--- src/rtl/lsu_pkg.sv ---
// Shared types for the load/store unit: FSM states, memory-op encoding, funct3 sizes and fault classes.
package lsu_pkg;

    typedef enum logic [1:0] {
        ST_IDLE = 2'd0,
        ST_REQ  = 2'd1,
        ST_WAIT = 2'd2,
        ST_DONE = 2'd3
    } lsu_state_e;

    typedef enum logic {
        MEM_READ  = 1'b0,
        MEM_WRITE = 1'b1
    } mem_op_e;

    localparam logic [2:0] F3_B  = 3'b000;
    localparam logic [2:0] F3_H  = 3'b001;
    localparam logic [2:0] F3_W  = 3'b010;
    localparam logic [2:0] F3_BU = 3'b100;
    localparam logic [2:0] F3_HU = 3'b101;

    typedef enum logic [1:0] {
        FLT_NONE     = 2'd0,
        FLT_MISALIGN = 2'd1,
        FLT_ILLEGAL  = 2'd2
    } fault_e;

    // Stores have no unsigned variants, so only B/H/W are legal for them.
    function automatic fault_e lsu_fault(input logic rw, input logic [2:0] f3,
                                         input logic [1:0] alo);
        logic legal;
        if (rw == MEM_WRITE)
            legal = (f3 == F3_B) || (f3 == F3_H) || (f3 == F3_W);
        else
            legal = (f3 == F3_B) || (f3 == F3_H) || (f3 == F3_W) ||
                    (f3 == F3_BU) || (f3 == F3_HU);
        if (!legal)
            return FLT_ILLEGAL;
        if ((f3[1:0] == 2'b01) && alo[0])
            return FLT_MISALIGN;
        if ((f3[1:0] == 2'b10) && (alo != 2'b00))
            return FLT_MISALIGN;
        return FLT_NONE;
    endfunction

endpackage

--- src/rtl/lsu_align.sv ---
// Byte-lane steering for stores and lane extraction plus sign/zero extension for loads (32-bit bus).
module lsu_align
    import lsu_pkg::*;
(
    input  logic [2:0]  i_funct3,
    input  logic [1:0]  i_addr_lo,
    input  logic [31:0] i_st_data,
    input  logic [31:0] i_rdata,
    output logic [3:0]  o_be,
    output logic [31:0] o_wdata,
    output logic [31:0] o_ld_data
);

    logic [31:0] w_shifted;

    always_comb begin
        o_be    = 4'b1111;
        o_wdata = i_st_data;
        case (i_funct3[1:0])
            2'b00: begin
                o_be    = 4'b0001 << i_addr_lo;
                o_wdata = {4{i_st_data[7:0]}};
            end
            2'b01: begin
                o_be    = 4'b0011 << i_addr_lo;
                o_wdata = {2{i_st_data[15:0]}};
            end
            default: ;
        endcase
    end

    // Bring the addressed lane down to bit 0 before extending.
    always_comb begin
        w_shifted = i_rdata >> {i_addr_lo, 3'b000};
        case (i_funct3)
            F3_B:    o_ld_data = {{24{w_shifted[7]}}, w_shifted[7:0]};
            F3_H:    o_ld_data = {{16{w_shifted[15]}}, w_shifted[15:0]};
            F3_BU:   o_ld_data = {24'h0, w_shifted[7:0]};
            F3_HU:   o_ld_data = {16'h0, w_shifted[15:0]};
            default: o_ld_data = w_shifted;
        endcase
    end

endmodule

--- src/rtl/lsu_unit.sv ---
// Load/store unit: decoder request in, req/gnt/rvalid data-bus master out, one-cycle completion strobe.
// Optional LSU_TIMEOUT_EN adds a bus watchdog that faults the access after TIMEOUT_CYC cycles.
module lsu_unit
    import lsu_pkg::*;
#(
    parameter int ADDR_W      = 32,
    parameter int DATA_W      = 32,
    parameter int TIMEOUT_CYC = 16
) (
    input  logic              clk,
    input  logic              rst_n,
    input  logic              req_vld,
    input  logic              mem_rw,
    input  logic [2:0]        funct3,
    input  logic [ADDR_W-1:0] addr,
    input  logic [DATA_W-1:0] st_data,
    output logic              req_rdy,
    output logic [DATA_W-1:0] ld_data,
    output logic              data_vld,
    output logic              acc_err,
    output logic              bus_req,
    output logic              bus_we,
    output logic [ADDR_W-1:0] bus_addr,
    output logic [3:0]        bus_be,
    output logic [DATA_W-1:0] bus_wdata,
    input  logic              bus_gnt,
    input  logic              bus_rvalid,
    input  logic [DATA_W-1:0] bus_rdata
);

    lsu_state_e  r_state;
    logic        r_rw;
    logic [2:0]  r_f3;
    logic [1:0]  r_alo;

    logic [2:0]  w_f3;
    logic [1:0]  w_alo;
    logic [3:0]  w_be;
    logic [31:0] w_wdata;
    logic [31:0] w_ld_ext;
    fault_e      w_fault;
    logic        w_timeout;

    // In IDLE the aligner sees the live request so steering can be registered at accept;
    // afterwards it sees the latched fields for load extraction.
    assign w_f3    = (r_state == ST_IDLE) ? funct3 : r_f3;
    assign w_alo   = (r_state == ST_IDLE) ? addr[1:0] : r_alo;
    assign w_fault = lsu_fault(mem_rw, funct3, addr[1:0]);

    lsu_align u_align (
        .i_funct3  (w_f3),
        .i_addr_lo (w_alo),
        .i_st_data (st_data),
        .i_rdata   (bus_rdata),
        .o_be      (w_be),
        .o_wdata   (w_wdata),
        .o_ld_data (w_ld_ext)
    );

`ifdef LSU_TIMEOUT_EN
    localparam int CNT_W = $clog2(TIMEOUT_CYC + 1);
    logic [CNT_W-1:0] r_cnt;

    assign w_timeout = (r_state == ST_REQ || r_state == ST_WAIT) &&
                       (r_cnt == CNT_W'(TIMEOUT_CYC - 1));

    always_ff @(posedge clk or negedge rst_n) begin
        if (!rst_n)
            r_cnt <= '0;
        else if (r_state == ST_IDLE)
            r_cnt <= '0;
        else if (r_state == ST_REQ || r_state == ST_WAIT)
            r_cnt <= r_cnt + 1'b1;
    end
`else
    localparam int unused_timeout_cyc = TIMEOUT_CYC;
    assign w_timeout = 1'b0;
`endif

    always_ff @(posedge clk or negedge rst_n) begin
        if (!rst_n) begin
            r_state   <= ST_IDLE;
            r_rw      <= 1'b0;
            r_f3      <= 3'b000;
            r_alo     <= 2'b00;
            req_rdy   <= 1'b1;
            ld_data   <= '0;
            data_vld  <= 1'b0;
            acc_err   <= 1'b0;
            bus_req   <= 1'b0;
            bus_we    <= 1'b0;
            bus_addr  <= '0;
            bus_be    <= 4'b0000;
            bus_wdata <= '0;
        end else begin
            data_vld <= 1'b0;
            case (r_state)
                ST_IDLE: begin
                    if (req_vld) begin
                        r_rw    <= mem_rw;
                        r_f3    <= funct3;
                        r_alo   <= addr[1:0];
                        req_rdy <= 1'b0;
                        if (w_fault != FLT_NONE) begin
                            r_state  <= ST_DONE;
                            data_vld <= 1'b1;
                            acc_err  <= 1'b1;
                        end else begin
                            r_state   <= ST_REQ;
                            bus_req   <= 1'b1;
                            bus_we    <= mem_rw;
                            bus_addr  <= {addr[ADDR_W-1:2], 2'b00};
                            bus_be    <= w_be;
                            bus_wdata <= w_wdata;
                        end
                    end
                end
                ST_REQ: begin
                    if (w_timeout) begin
                        r_state  <= ST_DONE;
                        bus_req  <= 1'b0;
                        data_vld <= 1'b1;
                        acc_err  <= 1'b1;
                    end else if (bus_gnt) begin
                        r_state <= ST_WAIT;
                        bus_req <= 1'b0;
                    end
                end
                ST_WAIT: begin
                    if (w_timeout) begin
                        r_state  <= ST_DONE;
                        data_vld <= 1'b1;
                        acc_err  <= 1'b1;
                    end else if (bus_rvalid) begin
                        r_state  <= ST_DONE;
                        data_vld <= 1'b1;
                        acc_err  <= 1'b0;
                        if (r_rw == MEM_READ)
                            ld_data <= w_ld_ext;
                    end
                end
                default: begin
                    r_state <= ST_IDLE;
                    req_rdy <= 1'b1;
                    acc_err <= 1'b0;
                end
            endcase
        end
    end

endmodule

--- config.mk ---
export PLATFORM = sky130hd
export DESIGN_NAME = lsu_unit
export DESIGN_NICKNAME = d
export VERILOG_FILES = /design/src/rtl/lsu_pkg.sv /design/src/rtl/lsu_align.sv /design/src/rtl/lsu_unit.sv
export SDC_FILE = /design/constraint.sdc
export NUM_CORES = 1
export LEC_CHECK = 0
export ABC_CLOCK_PERIOD_IN_PS = 4700
export CORE_MARGIN = 1.5
export CORE_UTILIZATION = 40
export CTS_CLUSTER_DIAMETER = 100
export DETAILED_ROUTE_END_ITERATION = 12
export PLACE_DENSITY_LB_ADDON = 0.12
export SETUP_SLACK_MARGIN = 0.15
export SLEW_MARGIN = 10
export SYNTH_ARGS = -nofsm -noshare
export SYNTH_HDL_FRONTEND = slang
export SYNTH_SLANG_ARGS = --single-unit
--- constraint.sdc ---
create_clock -name clk -period 4.7 [get_ports clk]
set_clock_uncertainty 0.1 [all_clocks]
set_input_delay 0.705 -clock clk [delete_from_list [all_inputs] [get_ports clk]]
set_output_delay 0.705 -clock clk [all_outputs]
set_load 0.01 [all_outputs]
# == Yosys cells after proc, flatten, opt, wreduce, memory -nomap -nowiden ==
# Cells that the tools add are included.
# totals
register_bits,111
input_bits,105
# classes
eq_ne,17
shifts,3
muxes,36
bitwise_logic,4
reduce_logical,21
# ops
op,n
$pmux W32 S4,1
$pmux W32 S2,1
$shr A32 B5 Y32,1
$mux W2,11
$mux W1,16
$eq A3 B3 Y1 const B,4
$reduce_and A3 Y1,3
$ne A2 B2 Y1 const B,4
$pmux W4 S2,1
$reduce_and A4 Y1,2
$eq A2 B1 Y1 const B,3
$eq A3 B1 Y1 const B,2
$logic_not A3 Y1,2
$pmux W1 S2,3
$pmux W2 S3,1
$reduce_bool A2 Y1,3
$eq A2 B2 Y1 const B,2
$logic_not A2 Y1,2
$logic_or A1 B1 Y1,4
$not A1 Y1,4
$reduce_and A2 Y1,2
$shl A1 B2 Y4 const A,1
$shl A2 B2 Y4 const A,1
$eq A3 B2 Y1 const B,1
5 further kinds,6

# == Depth between registers and ports, before layout ==
# Gate-level depths: netlist (run 1).
# logic_depth
ltp_word,16
ltp_mapped,10
mapped_depth_nobuf,7

# == Hierarchy ==
# From an unflattened synthesis (run 1), not the netlist that was laid out.
# unflattened
hier_cells,458
hier_area_um2,5721.7
# modules_own_cells
module,n_inst,cells_each,area_each_um2
lsu_unit,1,267,4449.3
lsu_align,1,191,1272.5

# == Least setup slack after synthesis (run 1) ==
# No wires, ideal clock.
# synth_path
path_kind,reg2reg
from,register r_state[0]
to,register ld_data[20]
setup_ps,73
arrival_ps,2068
path_slack_ps,2459
stages_incl_launch_ff,10
path_buffers,2
path_cell_list,dfrtp_1 inv_1 ha_1 buf_6 mux2i_4 nand2_1 a211oi_2 a211oi_4 buf_6 a21oi_2
# synth_via
elab_chain_cells,4
elab_cells_between_ends,11
classes_between,eq/ne: 4; shift: 1; mux: 3; reduce/logical: 3
# synth_rtl
item,line,source
start: declaration,lsu_unit.sv:31,lsu_state_e r_state;
start signal: assignment,lsu_unit.sv:82,r_state <= ST_IDLE;
start signal: assignment,lsu_unit.sv:105,r_state <= ST_DONE;
start signal: assignment,lsu_unit.sv:109,r_state <= ST_REQ;
$logic_not A2 Y1,"lsu_unit.sv:46, lsu_unit.sv:47",
$mux W2 / $mux W3 (equally long branches),"lsu_unit.sv:47, lsu_unit.sv:46",
$shr A32 B5 Y32 (tied with other cells),lsu_align.sv:34,"w_shifted = i_rdata >> {i_addr_lo, 3'b000};"
$pmux W32 S4,lsu_align.sv:35,case (i_funct3)
end signal: assignment,lsu_unit.sv:139,ld_data <= w_ld_ext;
end: declaration,lsu_unit.sv:18,"output logic [DATA_W-1:0] ld_data,"
# Parallel ways exist; a longest one is shown, timed or not.
# A chain may end at the register's enable or synchronous reset.

# == Final worst setup path (run 1) ==
# layout_path
from,register r_state[1]
to,register ld_data[31]
# The elaborated chain is that of the path after synthesis.

==> results.cfg, run 1 <==
[finish]
instances_no_fill = 864
layout_commonest_cell = clkdlybuf4s50_1
drive_gt1_frac = 0.1156
finalNetCount = 796
area_growth_pct = 45.98
diodes = 0
layout_common_cells = clkdlybuf4s50_1, dfrtp_1, nand2_1
fin_util = 0.6052

[clocking]
htree_levels = 3
clockBufferDepth = 2
cts.sinks = 111
path_clk_slew_ns = 0.07
cts-root-buf = clkbuf_16
cts_resized = 0
cts_setup_buffers = 0
cts_buffers = 9
ctsHoldBuffers = 0
clk_latency_ns = 0.34
cts_tree = done

[placement]
dp_hpwl_mm = 10.79
portBuffers = 207
place.gp.congestion = 0.8859
dp.cells = 848

[grt]
grt_pass1_vias = 4420
grt-ovfl-total = 0
antenna_found_initial = 0
grt.total_usage = 0.2122
grt_pass1_wl_mm = 23.50
grt_max_degree = 66

[route]
vias = 4401
avgRoutedWirePerCell_um = 16.80
drtAntennaViolNets = 0
viasPerCell = 5.094
firstDrtPassIters = 4
route.detailed.drc = 0
wl_mm = 14.51
drtIter0Drc = 301

[sta]
finalMaxSlewViolations = 0
clock.fmax_mhz = 275.9
min_period_ns = 3.624
finalSetupViolations = 0
worstMarginPinSlew_ns = 0.9948
slew_headroom = 0.3368
grt_setup_unrepaired = no
tns_ns = 0
fin_crit_sh = 0.7712
hold_violations = 0

[logic_synthesis]
synth-seq-cells = 111
syn_inst = 491
syn_area_um2 = 5295
synth_area_leader_cell = dfrtp_1
ys_types = 41
synth_top_cells_by_area = dfrtp_1, mux2_2, nand2_1
async_flop_share = 1.000
yosys_warnings = 0
ys_seq_area_frac = 0.5248
synth_top_flop_cell = dfrtp_1
synth_edf_count = 0
synth.top_cell.area_share = 0.5198
syn_area_per_cell_um2 = 10.78

[power]
leakage_nw = 3.272
p_per_area_nw_per_um2 = 667.9
worst_ir_drop_vdd_uv = 318.6

[setup_path]
cp.arrival_ns = 3.70
worstPathMaxFanout = 22
setup.worst_path.start = r_state[1]$_DFFE_PN0P_
critical_path_class = reg2reg
rr_worst_depth = 6
cp-end-kind = flop
path_buf_inv = 1
slowest_delay_ns = 0.84
cp_top_family = compound AO/OA/AOI/OAI gates
crit-reg2reg-launch = r_state[1]$_DFFE_PN0P_
crit_path_top_delay_cell = a211oi_4
cp-start-kind = flop
crit_chain = inv_1 > ha_1 > mux2i_4 > mux2i_1 > a211oi_4 > a21oi_1
required_ns = 4.77
critical_path_depth = 6

[die]
dieArea_um2 = 13940
rows = 41
boundaryPins = 210
die_x_um = 118.1
initial_utilization = 0.4145
die_y_um = 118.1
core_um2 = 12770

[hold_path]
hold_class = in2async

[outcome]
outcome = complete, no violations

[flow_run]
max-cap-violations = 0
==> registers in the layout (all words and copies together), names as in the netlist <==
name,flops
r_state,2
req_rdy,1
r_rw,1
bus_we,1
ld_data,32
r_f3,3
bus_req,1
bus_wdata,32
data_vld,1
bus_addr,30
acc_err,1
r_alo,2
bus_be,4
==> synthesized netlist by cell type (2+ instances only) <==
library cell and count:
a211oi_1 3, a21o_1 6, a21oi_1 21, a21oi_2 10
a222oi_1 8, buf_2 5, buf_4 4, buf_6 5
clkbuf_1 14, dfrtp_1 110, ha_1 4, inv_1 6
mux2_1 11, mux2_2 35, mux2i_1 29, mux2i_4 2
nand2_1 96, nand2b_1 5, nand3_1 7, nor2_1 27
nor2b_1 5, o21ai_0 45, o22a_1 2, o2bb2ai_1 7
o32a_1 3, or2_2 6
==> final timing paths <==
| kind | end | slack, ns |
|---|---|---|
| worst max-delay path | ld_data[31]$_DFFE_PN0P_ | 1.08 |
| worst min-delay path | ld_data[8]$_DFFE_PN0P_ | 0.35 |
| worst max register to register | ld_data[31]$_DFFE_PN0P_ | 1.08 |
| worst min register to register | bus_wdata[26]$_DFFE_PN0P_ | 0.38 |
| max in group asynchronous | bus_addr[21]$_DFFE_PN0P_ | 2.99 |
| min in group clk | bus_wdata[26]$_DFFE_PN0P_ | 0.38 |
==> worst register-to-register path, delay by kind of cell, from the launching register on <==
family | cells | cell delay [ns]
DFF | 1 | 0.42
adders and majority gates | 1 | 0.82
AOI/OAI and AO/OA | 2 | 1.02
muxes | 2 | 1.00
buffers and inverters | 1 | 0.11
==> power breakdown <==
part,internal [W],total (W),switching (W)
logic,0.00144,0.00275,0.00131
clock network,0.000376,0.000706,0.000330
registers,0.00143,0.00170,0.000275
total,0.00324,0.00516,0.00192
==> routing by layer <==
| metal | wire, um | track usage | up-vias |
|---|---|---|---|
| li1 | - | - | 2106 |
| met1 | 6369 | 0.2790 | 2139 |
| met2 | 7053 | 0.3487 | 144 |
| met3 | 871 | 0.04554 | 12 |
| met4 | 216 | 0.07012 | 0 |
| met5 | 0 | 0 | - |
==> stage by stage <==
stage / setup slack (ns) / hold WS (ns) / total power (W) / cell area [um2]
CTS: 1.085 / 0.3848 / 0.005221 / 7730
detailed placement: 1.075 / 0.3693 / 0.004492 / 7465
global route: 0.7959 / 0.4033 / 0.005522 / 7730
global placement: 1.188 / 0.3614 / 0.004416 / 7465
floorplan: 2.459 / 0.3094 / 0.003181 / 5299
finish: 1.076 / 0.3465 / 0.005163 / 7730
==> cell type report <==
cell class,count,area [um2]
multi-input cells,347,2341
clock buffers,15,257.7
well taps,172,215.2
flip-flops and latches,111,2779
clock inverters,1,7.507
fillers,1093,5044
repair buffers,212,2107
inverters,6,22.52
==> cells by family (layout without fill, tap and decap cells) <==
group           Yosys count  count (layout)  share of synthesized area
compound gates          112             112                     0.1441
fa+ha+maj                 4               4                   0.009452
buf+inv                  34             234                    0.03521
flops                   111             111                     0.5248
mux                      79              79                     0.1666
other cells               1               2                  0.0007082
simple gates            150             150                     0.1191
Power figures use the tool's default switching activity.
==> run 2: changes to the inputs <==
--- a/config.mk
+++ b/config.mk
@@ -5,7 +5,7 @@
 export SDC_FILE = /design/constraint.sdc
 export NUM_CORES = 1
 export LEC_CHECK = 0
-export ABC_CLOCK_PERIOD_IN_PS = 4700
+export ABC_CLOCK_PERIOD_IN_PS = 3500
 export CORE_MARGIN = 1.5
 export CORE_UTILIZATION = 40
 export CTS_CLUSTER_DIAMETER = 100
==> constraint.sdc (replaced) <==
create_clock -name clk -period 3.5 [get_ports clk]
set_clock_uncertainty 0.1 [all_clocks]
set_input_delay 0.525 -clock clk [delete_from_list [all_inputs] [get_ports clk]]
set_output_delay 0.525 -clock clk [all_outputs]
set_load 0.01 [all_outputs]
==> results.cfg, run 2 (synthesis gave the netlist of run 1 again) <==
[die]
core_um2 = 12770
initial_utilization = 0.4145
die_x_um = 118.1
die_y_um = 118.1
boundaryPins = 210
dieArea_um2 = 13940
rows = 41

[setup_path]
worstPathMaxFanout = 24
r2r_end = ld_data[13]$_DFFE_PN0P_
slowest_delay_ns = 0.52
required_ns = 3.61
cp_top_family = multiplexers
critical_path_class = reg2reg
cp.arrival_ns = 2.93
crit_chain = inv_1 > ha_1 > mux2_4 > mux2i_1 > mux2i_1 > a21oi_1 > a21oi_1
rr_worst_depth = 7
crit_path_top_delay_cell = ha_1
cp-end-kind = flop
crit-reg2reg-launch = r_state[0]$_DFFE_PN0P_
rrSetupSlack_ns = 0.68
path_buf_inv = 1
cp-start-kind = flop

[clocking]
path_clk_slew_ns = 0.07
cts-root-buf = clkbuf_16
clockBufferDepth = 2
cts_setup_buffers = 0
cts_buffers = 9
cts_resized = 0
cts_tree = done
ctsHoldBuffers = 0
htree_levels = 3
cts.sinks = 111
clk_latency_ns = 0.35

[route]
drtAntennaViolNets = 0
viasPerCell = 5.075
avgRoutedWirePerCell_um = 16.45
firstDrtPassIters = 5
vias = 4410
drtIter0Drc = 301
route.detailed.drc = 0
wl_mm = 14.29

[sta]
whs_ns = 0.1021
finalSetupViolations = 0
hold_violations = 0
slew_headroom = 0.3980
clock.fmax_mhz = 354.6
worstMarginPinSlew_ns = 0.9008
fin_crit_sh = 0.8058
grt_setup_unrepaired = no
finalMaxSlewViolations = 0
min_period_ns = 2.820
tns_ns = 0

[finish]
fin_util = 0.6143
fin_area_um2 = 7846
layout_common_cells = clkdlybuf4s50_1, dfrtp_1, nand2_1
largest_registers = bus_wdata (32), ld_data (32), bus_addr (30)
finalNetCount = 801
drive_gt1_frac = 0.1291
diodes = 0
fillers = 1067
area_growth_pct = 48.18
layout_commonest_cell = clkdlybuf4s50_1

[outcome]
outcome = complete, no violations

[power]
leakage_nw = 3.332
worst_ir_drop_vdd_uv = 513.0
p_per_area_nw_per_um2 = 911.0

[grt]
grt-ovfl-total = 0
grt.total_usage = 0.2102
grt_pass1_wl_mm = 23.18
grt_pass1_vias = 4415
antenna_found_initial = 0
grt_max_degree = 77

[placement]
portBuffers = 207
dp_hpwl_mm = 10.63
dpl-instance-area_um2 = 7515
place.gp.congestion = 0.8600

[hold_path]
hold_class = in2async

[flow_run]
max-cap-violations = 0
[run 2: cell types whose count changed in the layout (fill, tap and decap cells not counted), sizes merged]
cell,before,now
inv,6,7
clkinvlp,1,2
clkinv,0,1
buf,6,11
bufinv,0,2
clkbuf,15,10
[run 2: cell type report]
type	count	area [um2]	area share
Timing Repair Buffer	217	2157	0.2749
Multi-Input combinational cell	347	2341	0.2984
Inverter	6	22.52	0.002870
Clock inverter	6	92.59	0.01180
Clock buffer	10	239.0	0.03046
Tap cell	172	215.2	0.02743
Sequential cell	111	2779	0.3542
[run 2: stage by stage]
stage / total power [W] / std cells / setup WS (ns)
after floorplan: 0.004271 / 492 / 1.259
after global placement: 0.005974 / 853 / 0.6342
after detailed placement: 0.006063 / 853 / 0.5320
after CTS: 0.007231 / 869 / 0.6691
after global routing: 0.007637 / 869 / 0.4023
final: 0.007148 / 869 / 0.6795
[run 2: worst register-to-register path: cells and delay by family, from the launching register on]
| kind | cells | cell delay (ns) |
|---|---|---|
| buffers and inverters | 1 | 0.09 |
| DFF | 1 | 0.42 |
| AOI/OAI and AO/OA | 2 | 0.65 |
| muxes | 3 | 0.89 |
| adders and majority gates | 1 | 0.52 |
[run 2: worst max path at each step]
stage	startpoint	endpoint	slack [ns]	depth (start not counted)
after floorplan	r_state[0]$_DFFE_PN0P_	ld_data[20]$_DFFE_PN0P_	1.26	9
after global placement	addr[0]	bus_wdata[4]$_DFFE_PN0P_	0.63	6
after detailed placement	addr[0]	ld_data[10]$_DFFE_PN0P_	0.53	6
after CTS	r_state[0]$_DFFE_PN0P_	ld_data[13]$_DFFE_PN0P_	0.67	7
after global routing	r_state[1]$_DFFE_PN0P_	ld_data[9]$_DFFE_PN0P_	0.40	7
final	r_state[0]$_DFFE_PN0P_	ld_data[13]$_DFFE_PN0P_	0.68	7
[run 2: layer usage]
layer,track usage,part of all wire,vias to the layer above
met3,0.04554,0.057,11
li1,-,-,2118
met4,0.06326,0.014,0
met2,0.3450,0.50,142
met1,0.2794,0.43,2139
met5,0,0,-
[run 2: power by group]
part	switching [W]	leakage [nW]	internal, W
logic	0.00176	1.83	0.00197
clock network	0.000481	0.155	0.000651
registers	0.000367	1.34	0.00192
total	0.00261	3.33	0.00454
==> run 3: changes to the inputs <==
--- a/config.mk
+++ b/config.mk
@@ -5,7 +5,7 @@
 export SDC_FILE = /design/constraint.sdc
 export NUM_CORES = 1
 export LEC_CHECK = 0
-export ABC_CLOCK_PERIOD_IN_PS = 3500
+export ABC_CLOCK_PERIOD_IN_PS = 2600
 export CORE_MARGIN = 1.5
 export CORE_UTILIZATION = 40
 export CTS_CLUSTER_DIAMETER = 100
==> constraint.sdc (replaced) <==
create_clock -name clk -period 2.6 [get_ports clk]
set_clock_uncertainty 0.1 [all_clocks]
set_input_delay 0.39 -clock clk [delete_from_list [all_inputs] [get_ports clk]]
set_output_delay 0.39 -clock clk [all_outputs]
set_load 0.01 [all_outputs]
==> results.cfg, run 3 (synthesis gave the netlist of run 1 again) <==
[die]
core_um2 = 12770
die_y_um = 118.1
die_x_um = 118.1
rows = 41
boundaryPins = 210
dieArea_um2 = 13940
initial_utilization = 0.4145

[setup_path]
crit_chain = inv_1 > ha_2 > mux2_4 > mux2i_1 > mux2i_2 > a211oi_4 > buf_12 > a21oi_1
rrSetupSlack_ns = 0.29
crit-reg2reg-launch = r_state[1]$_DFFE_PN0P_
cp_top_family = multiplexers
critical_path_class = reg2reg
worstPathMaxFanout = 16
rr_worst_depth = 8
cp.arrival_ns = 2.46
cp-end-kind = flop
r2r_end = ld_data[31]$_DFFE_PN0P_
cp-start-kind = flop
required_ns = 2.74
slowest_delay_ns = 0.40
crit_path_top_delay_cell = dfrtp_1
path_buf_inv = 2

[flow_run]
max-cap-violations = 0

[grt]
antenna_found_initial = 0
grt_max_degree = 52
grt_pass1_vias = 4653
grt.total_usage = 0.2187
grt-ovfl-total = 0
grt_pass1_wl_mm = 24.23

[finish]
area_growth_pct = 50.00
layout_common_cells = clkdlybuf4s50_1, dfrtp_1, nand2_1
layout_commonest_cell = clkdlybuf4s50_1
diodes = 0
drive_gt1_frac = 0.1449
finalNetCount = 815
largest_registers = bus_wdata (32), ld_data (32), bus_addr (30)

[sta]
grt_setup_unrepaired = no
finalSetupViolations = 0
worst_slack_ns = 0.2856
whs_ns = 0.3801
hold_violations = 0
clock.fmax_mhz = 432.1
slew_headroom = 0.6315
worstMarginPinSlew_ns = 0.5527
finalMaxSlewViolations = 0
tns_ns = 0
min_period_ns = 2.314
fin_crit_sh = 0.8902

[outcome]
outcome = complete, no violations

[route]
route.detailed.drc = 0
viasPerCell = 5.099
drtAntennaViolNets = 0
drtIter0Drc = 341
firstDrtPassIters = 5
vias = 4502
wl_mm = 14.90
avgRoutedWirePerCell_um = 16.88

[clocking]
path_clk_slew_ns = 0.07
clockBufferDepth = 2
cts_tree = done
cts_buffers = 9
cts.sinks = 111
cts-root-buf = clkbuf_16
clk_latency_ns = 0.35
cts_setup_buffers = 0
htree_levels = 3

[placement]
place.gp.congestion = 0.8787
portBuffers = 207
dp_hpwl_mm = 11.21
dp_slack_ns = 0.09717

[power]
worst_ir_drop_vdd_uv = 732.0
leakage_nw = 3.387
p_per_area_nw_per_um2 = 1211
power_w = 0.009622

[hold_path]
hold_end = ld_data[7]$_DFFE_PN0P_
hold_depth = 2
worstHoldStart = ld_data[7]$_DFFE_PN0P_
hold_class = reg2reg
==> run 3: through the flow <==
| step | utilization | cell area [um2] | cells |
|---|---|---|---|
| after floorplan | - | 5299 | 492 |
| after global placement | 0.5969 | 7625 | 866 |
| after detailed placement | 0.5969 | 7625 | 866 |
| after CTS | 0.6210 | 7933 | 883 |
| after global routing | 0.6218 | 7943 | 883 |
| final | 0.6218 | 7943 | 883 |
==> run 3: what timing repair did <==
item / CTS / global route
hold buffers: 1 / 0
hold endpoints to repair: 40 / 0
gates resized for setup: 1 / 3
endpoints found under the setup margin: 8 / 25
==> run 3: how the worst max path moves through the flow <==
stage | startpoint | to | cells after the start
3_5_place_dp | addr[0] | ld_data[14]$_DFFE_PN0P_ | 6
4_1_cts | r_state[0]$_DFFE_PN0P_ | ld_data[31]$_DFFE_PN0P_ | 8
3_3_place_gp | funct3[0] | bus_addr[3]$_DFFE_PN0P_ | 6
5_1_grt | r_state[1]$_DFFE_PN0P_ | ld_data[31]$_DFFE_PN0P_ | 8
6_report | r_state[1]$_DFFE_PN0P_ | ld_data[31]$_DFFE_PN0P_ | 8
2_1_floorplan | r_state[0]$_DFFE_PN0P_ | ld_data[20]$_DFFE_PN0P_ | 9
==> run 3: tightest hold or removal path: stages, from the launching register on <==
cell	delay (ns)
dfrtp_1	0.35
nand2_1	0.05
nand2_1	0.05
==> run 3: power breakdown <==
part	internal [W]	switching, W	total (W)
Clock	0.000776	0.000613	0.00139
Sequential	0.00258	0.000503	0.00308
Combinational	0.00275	0.00240	0.00515
Total	0.00610	0.00352	0.00962
==> run 3: final cells by class <==
type / count / area (um2)
well taps: 172 / 215.2
inverters: 6 / 22.52
fillers: 1048 / 4831
flip-flops and latches: 111 / 2779
multi-input cells: 347 / 2351
repair buffers: 231 / 2281
clock inverters: 3 / 43.79
clock buffers: 13 / 250.2
==> run 3: metal layers <==
metal	vias to the layer above	GRT usage	wire (um)
li1	2145	-	-
met3	10	0.06977	992
met5	-	0	0
met4	0	0.05716	146
met2	168	0.3611	7315
met1	2179	0.2778	6448
